File: config.mk
export PLATFORM = sky130hd
export DESIGN_NAME = barret_1409_rr_sched_flat
export DESIGN_NICKNAME = d
export VERILOG_FILES = /design/src/rtl/barret_1409_pkg.sv /design/src/rtl/barret_1409_rr_sched_if.sv /design/src/rtl/barret_1409_pipe.sv /design/src/rtl/barret_1409_rr_sched.sv /design/src/flat_wrapper.sv
export SDC_FILE = /design/constraint.sdc
export NUM_CORES = 1
export LEC_CHECK = 0
export CORE_ASPECT_RATIO = 1.1
export CORE_UTILIZATION = 50
export CTS_CLUSTER_SIZE = 24
export DETAILED_ROUTE_END_ITERATION = 7
export HOLD_SLACK_MARGIN = 0.08
export PLACE_DENSITY = 0.74
export SLEW_MARGIN = 20
export SYNTH_ARGS = -nofsm -noshare
export SYNTH_HDL_FRONTEND = slang
export SYNTH_SLANG_ARGS = --single-unit
export TNS_END_PERCENT = 20
File: constraint.sdc
create_clock -name clk -period 20.8 [get_ports clk]
set_clock_uncertainty 0.2 [all_clocks]
set_input_delay 4.16 -clock clk [delete_from_list [all_inputs] [get_ports clk]]
set_output_delay 4.16 -clock clk [all_outputs]
set_load 0.03 [all_outputs]
File: src/rtl/barret_1409_pkg.sv
// Shared constants and types for the q = 1409 Barrett reduction datapath.
package barret_1409_pkg;

   localparam int unsigned Q     = 1409;
   localparam int unsigned MU    = 2976;
   localparam int unsigned K     = 11;
   localparam int unsigned OP_W  = 21;
   localparam int unsigned RES_W = 11;

   typedef logic [RES_W-1:0] residue_t;
   typedef logic [OP_W-1:0]  operand_t;

endpackage

File: src/rtl/barret_1409_rr_sched_if.sv
// Requester and response handshake bundle for the round-robin Barrett scheduler.
interface barret_1409_rr_sched_if #(
   parameter int unsigned NUM_REQ = 4,
   parameter int unsigned ID_W    = 2
);
   import barret_1409_pkg::*;

   logic [NUM_REQ-1:0]      req_valid;
   logic [NUM_REQ*OP_W-1:0] req_data;
   logic [NUM_REQ-1:0]      req_ready;
   logic                    rsp_valid;
   logic                    rsp_ready;
   logic [ID_W-1:0]         rsp_id;
   residue_t                rsp_data;

   modport master (
      output req_valid, req_data, rsp_ready,
      input  req_ready, rsp_valid, rsp_id, rsp_data
   );

   modport slave (
      input  req_valid, req_data, rsp_ready,
      output req_ready, rsp_valid, rsp_id, rsp_data
   );

endinterface

File: src/rtl/barret_1409_pipe.sv
// Two-stage Barrett reducer for q = 1409; both stages advance only when adv is high.
module barret_1409_pipe
   import barret_1409_pkg::*;
#(
   parameter int unsigned ID_W = 2
) (
   input  logic            clk,
   input  logic            rst_n,
   input  logic            adv,
   input  logic            in_valid,
   input  logic [ID_W-1:0] in_id,
   input  operand_t        in_data,
   output logic            s1_valid,
   output logic            out_valid,
   output logic [ID_W-1:0] out_id,
   output residue_t        out_data
);

   logic [OP_W-K-1:0] q_val;
   logic [21:0]       q_hat;
   residue_t          t_d;

   logic              s1_valid_q;
   logic [ID_W-1:0]   s1_id_q;
   operand_t          s1_a_q;
   residue_t          s1_t_q;

   operand_t          r0, r1, r2;

   logic              out_valid_q;
   logic [ID_W-1:0]   out_id_q;
   residue_t          out_data_q;

   always_comb begin
      q_val = in_data[OP_W-1:K];
      q_hat = 22'(q_val) * 22'(MU);
      t_d   = q_hat[21:K];
   end

   // t underestimates floor(a/q) by at most 2, hence two correction steps.
   always_comb begin
      r0 = s1_a_q - (OP_W'(s1_t_q) * OP_W'(Q));
      r1 = (r0 >= OP_W'(Q)) ? r0 - OP_W'(Q) : r0;
      r2 = (r1 >= OP_W'(Q)) ? r1 - OP_W'(Q) : r1;
   end

   always_ff @(posedge clk or negedge rst_n) begin
      if (!rst_n) begin
         s1_valid_q  <= 1'b0;
         s1_id_q     <= '0;
         s1_a_q      <= '0;
         s1_t_q      <= '0;
         out_valid_q <= 1'b0;
         out_id_q    <= '0;
         out_data_q  <= '0;
      end else if (adv) begin
         s1_valid_q  <= in_valid;
         s1_id_q     <= in_id;
         s1_a_q      <= in_data;
         s1_t_q      <= t_d;
         out_valid_q <= s1_valid_q;
         out_id_q    <= s1_id_q;
         out_data_q  <= r2[RES_W-1:0];
      end
   end

   assign s1_valid  = s1_valid_q;
   assign out_valid = out_valid_q;
   assign out_id    = out_id_q;
   assign out_data  = out_data_q;

endmodule

File: src/rtl/barret_1409_rr_sched.sv
// Round-robin arbiter sharing one pipelined q = 1409 Barrett reducer among NUM_REQ requesters.
module barret_1409_rr_sched
   import barret_1409_pkg::*;
#(
   parameter int unsigned NUM_REQ = 4,
   parameter int unsigned ID_W    = 2
) (
   input  logic                    clk,
   input  logic                    rst_n,
   barret_1409_rr_sched_if.slave   bus,
   output logic                    idle,
   output logic [15:0]             done_cnt
);

   logic               adv;
   logic               found;
   logic [ID_W-1:0]    cand;
   logic [ID_W-1:0]    gnt_id;
   logic [NUM_REQ-1:0] grant;
   logic               in_valid;
   operand_t           in_data;
   logic [ID_W-1:0]    ptr_q, ptr_d;
   logic [15:0]        done_cnt_q;
   logic               s1_valid;
   logic               rsp_valid;
   logic [ID_W-1:0]    rsp_id;
   residue_t           rsp_data;

   assign adv = !rsp_valid || bus.rsp_ready;

   // First valid requester at or after the pointer, with wrap-around.
   always_comb begin
      found  = 1'b0;
      cand   = '0;
      gnt_id = '0;
      for (int unsigned off = 0; off < NUM_REQ; off++) begin
         cand = ID_W'((32'(ptr_q) + off) % NUM_REQ);
         if (!found && bus.req_valid[cand]) begin
            found  = 1'b1;
            gnt_id = cand;
         end
      end
   end

   always_comb begin
      grant    = '0;
      in_valid = found && adv && rst_n;
      if (in_valid) grant[gnt_id] = 1'b1;
   end

   always_comb begin
      in_data = '0;
      for (int unsigned i = 0; i < NUM_REQ; i++) begin
         if (gnt_id == ID_W'(i)) in_data = bus.req_data[i*OP_W +: OP_W];
      end
   end

   always_comb begin
      ptr_d = ptr_q;
      if (in_valid) begin
         if (gnt_id == ID_W'(NUM_REQ - 1)) ptr_d = '0;
         else                              ptr_d = gnt_id + ID_W'(1);
      end
   end

   always_ff @(posedge clk or negedge rst_n) begin
      if (!rst_n) begin
         ptr_q      <= '0;
         done_cnt_q <= '0;
      end else begin
         ptr_q <= ptr_d;
         if (rsp_valid && bus.rsp_ready) done_cnt_q <= done_cnt_q + 16'd1;
      end
   end

   barret_1409_pipe #(
      .ID_W (ID_W)
   ) u_pipe (
      .clk       (clk),
      .rst_n     (rst_n),
      .adv       (adv),
      .in_valid  (in_valid),
      .in_id     (gnt_id),
      .in_data   (in_data),
      .s1_valid  (s1_valid),
      .out_valid (rsp_valid),
      .out_id    (rsp_id),
      .out_data  (rsp_data)
   );

   assign bus.req_ready = grant;
   assign bus.rsp_valid = rsp_valid;
   assign bus.rsp_id    = rsp_id;
   assign bus.rsp_data  = rsp_data;
   assign idle          = !(s1_valid || rsp_valid);
   assign done_cnt      = done_cnt_q;

endmodule
File: src/flat_wrapper.sv
// flat-port wrapper written by rule: the top's interface ports become plain ports
module barret_1409_rr_sched_flat import barret_1409_pkg::*;
#(
   parameter int unsigned NUM_REQ = 4,
   parameter int unsigned ID_W    = 2
)
  (clk, rst_n, idle, done_cnt, bus_req_valid, bus_req_data, bus_rsp_ready, bus_req_ready, bus_rsp_valid, bus_rsp_id, bus_rsp_data);
  barret_1409_rr_sched_if #(.NUM_REQ(NUM_REQ), .ID_W(ID_W)) bus_i ();
  input  logic clk;
  input  logic rst_n;
  output logic idle;
  output logic [15:0] done_cnt;
  input wire logic [$bits(bus_i.req_valid)-1:0] bus_req_valid;
  input wire logic [$bits(bus_i.req_data)-1:0] bus_req_data;
  input wire logic [$bits(bus_i.rsp_ready)-1:0] bus_rsp_ready;
  output wire logic [$bits(bus_i.req_ready)-1:0] bus_req_ready;
  output wire logic [$bits(bus_i.rsp_valid)-1:0] bus_rsp_valid;
  output wire logic [$bits(bus_i.rsp_id)-1:0] bus_rsp_id;
  output wire logic [$bits(bus_i.rsp_data)-1:0] bus_rsp_data;
  assign bus_i.req_valid = bus_req_valid;
  assign bus_i.req_data = bus_req_data;
  assign bus_i.rsp_ready = bus_rsp_ready;
  assign bus_req_ready = bus_i.req_ready;
  assign bus_rsp_valid = bus_i.rsp_valid;
  assign bus_rsp_id = bus_i.rsp_id;
  assign bus_rsp_data = bus_i.rsp_data;
  barret_1409_rr_sched #(.NUM_REQ(NUM_REQ), .ID_W(ID_W)) u_core (.clk(clk), .rst_n(rst_n), .bus(bus_i), .idle(idle), .done_cnt(done_cnt));
endmodule
==> metrics.yaml, run 1 <==
sta:
  finalSetupTns_ns: 0
  post-route-min-period_ns: 11.52
  maxSlewViolCount: 0
  timing_hold_violations_final: 0
  worst_slack_ns: 9.28
  setup_viol: 0
  max-slew-margin-rel_pct: 43.7
  period_share_pct: 55.4
  hold-worst-slack_ns: 0.261
  max_freq_mhz: 86.8
  rsz0062_at_grt: "no"
  worst_slew_pin_slew_ns: 0.835
logic_synthesis:
  synth_xor_area_share_pct: 6.25
  synth.area.mux_share_pct: 1.98
  yosys_register_bits: 67
  ys_warn_count: 0
  synth_cell_types: 76
  ys.flop_type: "dfrtp_1"
  synth_nets: 1304
  syn_area_um2: 8550
  synth-simple-area-share_pct: 15.8
  synth_edf_count: 0
  synth_top_family_by_area: "adder cells"
  synth_compound_area_share_pct: 17.8
  synthCells: 1038
  yosys.area_share.adder_pct: 29.6
  syn_area_per_cell_um2: 8.24
  async_reset_ff_share_pct: 100
  yosysSeqAreaShare_pct: 19.6
cts:
  worstSkewPairLatency_ns: 0.34
  cts_num_sinks: 67
  cts_tree: "built"
  cts-hold-fix-buffers: 0
  cts_buffers: 9
  cts_max_path_buffers: 2
  h-tree-depth: 3
  clockRootBuffer: "clkbuf_16"
  path_clk_slew_ns: 0.05
  cts_resized: 0
  post_cts_buffers: 0
floorplan:
  ios: 126
  fp.dieH_um: 139
  die_x_um: 127
  core_area_um2: 16600
  initial_core_util_pct: 51.7
  die_area_um2: 17600
  rows: 49
grt:
  antenna_found_initial: 0
  track_usage_pct: 24.9
  grt.overflow.total: 0
  grt_pass1_vias: 7381
  grt_pass1_wl_mm: 35.3
  grt_max_degree: 69
route:
  vias: 7320
  first_iter_violations: 412
  routed_wl_mm: 20.6
  dr.pass1.iters: 5
  viasPerCell: 5.42
  drtAntennaViolNets: 0
  drc_errors: 0
  wl_per_cell_um: 15.3
place:
  dp_slack_ns: 8.99
  numPortBuffers: 125
  gp_congestion: 0.944
  place_hpwl_mm: 16.8
worst_setup_path:
  rrSetupSlack_ns: 13.12
  worst-path-buf-inv: 4
  crit_type: "in2reg"
  path_delay_family: "compound AO/OA/AOI/OAI gates"
  crit_top_cell: "o21a_1"
  start_kind: "primary input"
  slowest_delay_ns: 0.73
  crit_path_top_delay_cell: "ha_1"
  endpoint_kind: "flip-flop"
  cp_max_fo: 22
  arrival_ns: 11.54
  cp.required_ns: 20.82
status:
  status: "completed"
final_layout:
  fill_cells: 1465
  nNetsFinal: 1408
  syn_to_final_growth_pct: 19.7
  n_antenna_cell: 0
  drive_gt1_share_pct: 5.24
hold_path:
  hp-class: "reg2reg"
flow_run:
  cap_violations: 0
[cell usage after synthesis, types with 10 or more instances]
library cell	instances	area [um^2]
xnor2_1	43	377
dfrtp_1	67	1680
xor2_1	18	158
a21oi_1	95	475
fa_1	46	921
nor3_1	22	110
nand3_1	11	55.1
inv_1	157	589
nand4_1	11	68.8
nor2_1	94	353
a211oi_1	13	97.6
clkbuf_1	27	101
o21ai_0	28	140
ha_1	129	1610
o31ai_1	13	97.6
nand2b_1	10	62.6
o21a_1	12	90.1
mux2_2	11	124
nand2_1	100	375
[final cells by class]
type	instances	area (um^2)	share of cell area, %
Multi-Input combinational cell	773	6120	59.8
Sequential cell	67	1680	16.4
Timing Repair Buffer	134	1310	12.8
Inverter	157	589	5.76
Tap cell	204	255	2.49
Clock buffer	9	225	2.20
Clock inverter	6	57.6	0.562
[worst register-to-register path: stages, from the launching register on]
cell	delay, ns
dfrtp_1	0.48
ha_1	0.33
inv_1	0.05
fa_1	0.53
inv_1	0.04
ha_1	0.27
inv_1	0.05
fa_1	0.53
inv_1	0.05
fa_1	0.53
inv_1	0.04
ha_1	0.39
a21oi_1	0.23
o21a_1	0.18
o221ai_1	0.12
a21oi_1	0.16
xor2_1	0.26
o311ai_2	0.24
nor3_2	0.63
nand2_1	0.39
a21oi_1	0.37
ha_1	0.22
a21boi_2	0.22
or3b_2	0.52
a21oi_1	0.28
nor3_1	0.09
o31ai_2	0.20
[logic make-up (layout without fill, tap and decap cells)]
| kind of cell | count (synthesis) | after routing |
|---|---|---|
| and+or+nand+nor | 295 | 295 |
| AOI/OAI and AO/OA | 227 | 227 |
| buffers and inverters | 198 | 306 |
| adders and majority gates | 175 | 175 |
| DFF | 67 | 67 |
| xor gates and xnor gates | 61 | 61 |
| muxes | 15 | 15 |
[cells in the final DEF, fill, tap and decap left out, types with 4 or more instances in the layout]
cell type        count
or4_1                4
a21oi_1             95
clkbuf_16            9
fa_1                46
clkdlybuf4s50_1    124
nor2_1              94
and2_1               7
a22oi_1              4
xor2_1              18
nand4_1             11
nor2b_1              5
mux2_2              11
inv_1              157
dfrtp_1             67
nand2b_1            10
o22ai_1              6
xnor2_1             43
nand2_1            100
a211oi_1            13
o21ai_1              5
o21ai_0             28
and3_1               8
o211ai_1             6
o21bai_1             4
buf_4                9
nor3_1              22
o21a_1              12
nor4_1               4
o31ai_1             13
clkinv_2             4
nand3_1             11
ha_1               129
[routing by layer]
layer	global-route usage (%)	up-vias	share of wire [%]
li1	-	3722	-
met1	32.3	3407	47
met2	41.9	137	47
met3	3.63	54	3.2
met4	9.77	0	3.6
met5	0	-	0
[per-stage QoR]
step           std cells  cell area [um^2]  util [%]
4_1_cts             1350             10200      61.8
6_report            1350             10200      61.8
3_5_place_dp        1335              9950      60.1
3_3_place_gp        1335              9950      60.1
5_1_grt             1350             10200      61.8
2_1_floorplan       1038              8550         -
[worst paths after layout]
| kind | startpoint | end | cells after the start |
|---|---|---|---|
| worst max register to register | u_core.u_pipe.s1_t_q[1]$_DFFE_PN0N_ | u_core.u_pipe.out_data[10]$_DFFE_PN0N_ | 26 |
| worst min-delay path | u_core.u_pipe.s1_id_q[0]$_DFFE_PN0N_ | u_core.u_pipe.out_id[0]$_DFFE_PN0N_ | 2 |
| max in group asynchronous | rst_n | u_core.u_pipe.s1_id_q[0]$_DFFE_PN0N_ | 2 |
| worst max-delay path | bus_req_valid[0] | u_core.u_pipe.s1_t_q[10]$_DFFE_PN0N_ | 31 |
| min in group asynchronous | rst_n | u_core.u_pipe.out_data[9]$_DFFE_PN0N_ | 2 |
| worst min register to register | u_core.u_pipe.s1_id_q[0]$_DFFE_PN0N_ | u_core.u_pipe.out_id[0]$_DFFE_PN0N_ | 2 |
[sequential cells by signal, indices dropped and copies added, names as in the netlist]
register and cells:
u_core.u_pipe.s1_id_q 2, u_core.u_pipe.out_valid 1, u_core.u_pipe.s1_a_q 21, u_core.u_pipe.s1_valid 1, u_core.u_pipe.out_id 2, u_core.u_pipe.out_data 11, u_core.done_cnt 16, u_core.ptr_q 2
u_core.u_pipe.s1_t_q 11
Power of run 1 is left out: the tool's default activity adds up to more than one toggle a clock period on the data nets, which glitch-free logic cannot reach.
==> run 2, diff against run 1 <==
PLACE_DENSITY = 0.77   (was 0.74)
clock period = 9.79 ns   (was 20.8 ns; I/O delays follow)
==> metrics.yaml, run 2 (synthesized netlist as in run 1, its figures left out) <==
final_layout:
  nNetsFinal: 1412  # was 1,408
  n_antenna_cell: 0  # unchanged
  syn_to_final_growth_pct: 20.8  # was 19.7%
  layout_common_cells: "inv_1 (157), ha_1 (129), clkdlybuf4s50_1 (124)"  # unchanged
  mostFrequentLayoutCell: "inv_1"  # unchanged
  fill_cells: 1394  # was 1,465
  drive_gt1_share_pct: 5.65  # was 5.24%
  regMostFlops: "u_core.u_pipe.s1_a_q"  # unchanged
  final_area_um2: 10300  # was 10,200 um^2
  largest_register_ffs: 21  # unchanged
grt:
  antenna_found_initial: 0  # unchanged
  grt_pass1_wl_mm: 36.3  # was 35.3 mm
  grt_pass1_vias: 7655  # was 7,381
  grt.overflow.total: 0  # unchanged
  track_usage_pct: 25.6  # was 24.9%
  grt_max_degree: 69  # unchanged
sta:
  max-slew-margin-rel_pct: 40.8  # was 43.7%
  maxSlewViolCount: 0  # unchanged
  rsz0062_at_grt: "no"  # unchanged
  period_share_pct: 93.0
  setup_viol: 0  # unchanged
  finalSetupTns_ns: 0  # unchanged
  timing_hold_violations_final: 0  # unchanged
  post-route-min-period_ns: 9.10
  max_freq_mhz: 110
  worst_slew_pin_slew_ns: 0.883  # was 0.835 ns
route:
  drc_errors: 0  # unchanged
  wl_per_cell_um: 15.6  # was 15.3 um
  dr.pass1.iters: 8  # was 5
  vias: 7499  # was 7,320
  first_iter_violations: 404  # was 412
  drtAntennaViolNets: 0  # unchanged
  routed_wl_mm: 21.1  # was 20.6 mm
  viasPerCell: 5.53  # was 5.42
worst_setup_path:
  reg2reg_from: "u_core.u_pipe.s1_t_q[2]$_DFFE_PN0N_"  # was u_core.u_pipe.s1_t_q[1]$_DFFE_PN0N_
  r2r_end: "u_core.u_pipe.out_data[5]$_DFFE_PN0N_"  # was u_core.u_pipe.out_data[10]$_DFFE_PN0N_
  slowest_delay_ns: 0.59  # was 0.73 ns
  start_kind: "primary input"  # unchanged
  crit_type: "in2reg"  # unchanged
  cp_max_fo: 17  # was 22
  rrSetupSlack_ns: 2.12  # was 13.12 ns
  endpoint_kind: "flip-flop"  # unchanged
  crit_top_cell: "o21a_1"  # unchanged
  worst-path-buf-inv: 5  # was 4
  arrival_ns: 9.12  # was 11.54 ns
  path_depth: 30  # was 31
  cp.required_ns: 9.81  # was 20.82 ns
  crit_path_top_delay_cell: "o21ai_0"  # was ha_1
  r2r_cells: 27  # was 26
  path_delay_family: "compound AO/OA/AOI/OAI gates"  # unchanged
floorplan:
  initial_core_util_pct: 51.7  # unchanged
  rows: 49  # unchanged
  fp.dieH_um: 139  # unchanged
  die_x_um: 127  # unchanged
  die_area_um2: 17600  # unchanged
  ios: 126  # unchanged
  core_area_um2: 16600  # unchanged
place:
  gp_congestion: 0.933  # was 0.944
  place_area_um2: 9980  # was 9950 um^2
  place_hpwl_mm: 17.2  # was 16.8 mm
  numPortBuffers: 125  # unchanged
cts:
  cts_buffers: 9  # unchanged
  cts-hold-fix-buffers: 0  # unchanged
  post_cts_buffers: 0  # unchanged
  clockRootBuffer: "clkbuf_16"  # unchanged
  path_clk_slew_ns: 0.06  # was 0.05 ns
  worstSkewPairLatency_ns: 0.34  # about the same
  cts_resized: 0  # unchanged
  cts_max_path_buffers: 2  # unchanged
  h-tree-depth: 3  # unchanged
  cts_tree: "built"  # unchanged
  cts_num_sinks: 67  # unchanged
flow_run:
  cap_violations: 0  # unchanged
hold_path:
  hp-class: "reg2reg"  # unchanged
  hp-start: "u_core.u_pipe.s1_id_q[0]$_DFFE_PN0N_"  # unchanged
  hold_end: "u_core.u_pipe.out_id[0]$_DFFE_PN0N_"  # unchanged
  whs_path_depth: 2  # unchanged
status:
  status: "completed"  # unchanged
[run 2: cell count changes in the layout (fill, tap and decap cells not counted), sizes merged]
cell | previous run | this run
buf | 10 | 14
clkinv | 4 | 1
bufinv | 1 | 3
inv | 157 | 159
[run 2: layout make-up]
class	instances	area, um^2	share of cell area, %
Clock inverter	7	124	1.20
Sequential cell	67	1680	16.2
Clock buffer	9	225	2.18
Multi-Input combinational cell	773	6120	59.2
Inverter	157	589	5.70
Timing Repair Buffer	138	1340	13.0
Tap cell	204	255	2.47
[run 2: worst min-delay path, stage by stage (launching register included)]
cell,delay (ns)
dfrtp_1,0.34
nand2_1,0.05
nand2_1,0.06
[run 2: metrics by stage]
| step | utilization (%) | worst slack (ns) | std cells | hold slack, ns |
|---|---|---|---|---|
| floorplan | - | 1.29 | 1038 | 0.246 |
| global placement | 60.3 | 0.582 | 1339 | 0.252 |
| detailed placement | 60.3 | 0.362 | 1339 | 0.260 |
| CTS | 62.4 | 0.700 | 1355 | 0.271 |
| global route | 62.4 | 0.194 | 1355 | 0.286 |
| finish | 62.4 | 0.687 | 1355 | 0.271 |
[run 2: worst max-delay path by stage]
stage	endpoint	start
after floorplan	u_core.u_pipe.s1_t_q[10]$_DFFE_PN0N_	bus_req_valid[0]
after global placement	u_core.u_pipe.s1_t_q[10]$_DFFE_PN0N_	bus_req_valid[0]
after detailed placement	u_core.u_pipe.s1_t_q[10]$_DFFE_PN0N_	bus_req_valid[1]
after CTS	u_core.u_pipe.s1_t_q[10]$_DFFE_PN0N_	bus_req_valid[1]
after global routing	u_core.u_pipe.s1_t_q[10]$_DFFE_PN0N_	bus_req_valid[0]
final	u_core.u_pipe.s1_t_q[10]$_DFFE_PN0N_	bus_req_valid[1]
[run 2: routing by layer]
layer / global-route usage, % / share of wire (%)
met1: 32.2 / 44
met2: 45.1 / 50
met3: 3.05 / 2.9
met4: 9.15 / 2.7
met5: 0 / 0
Power of run 2 is left out for the same reason.
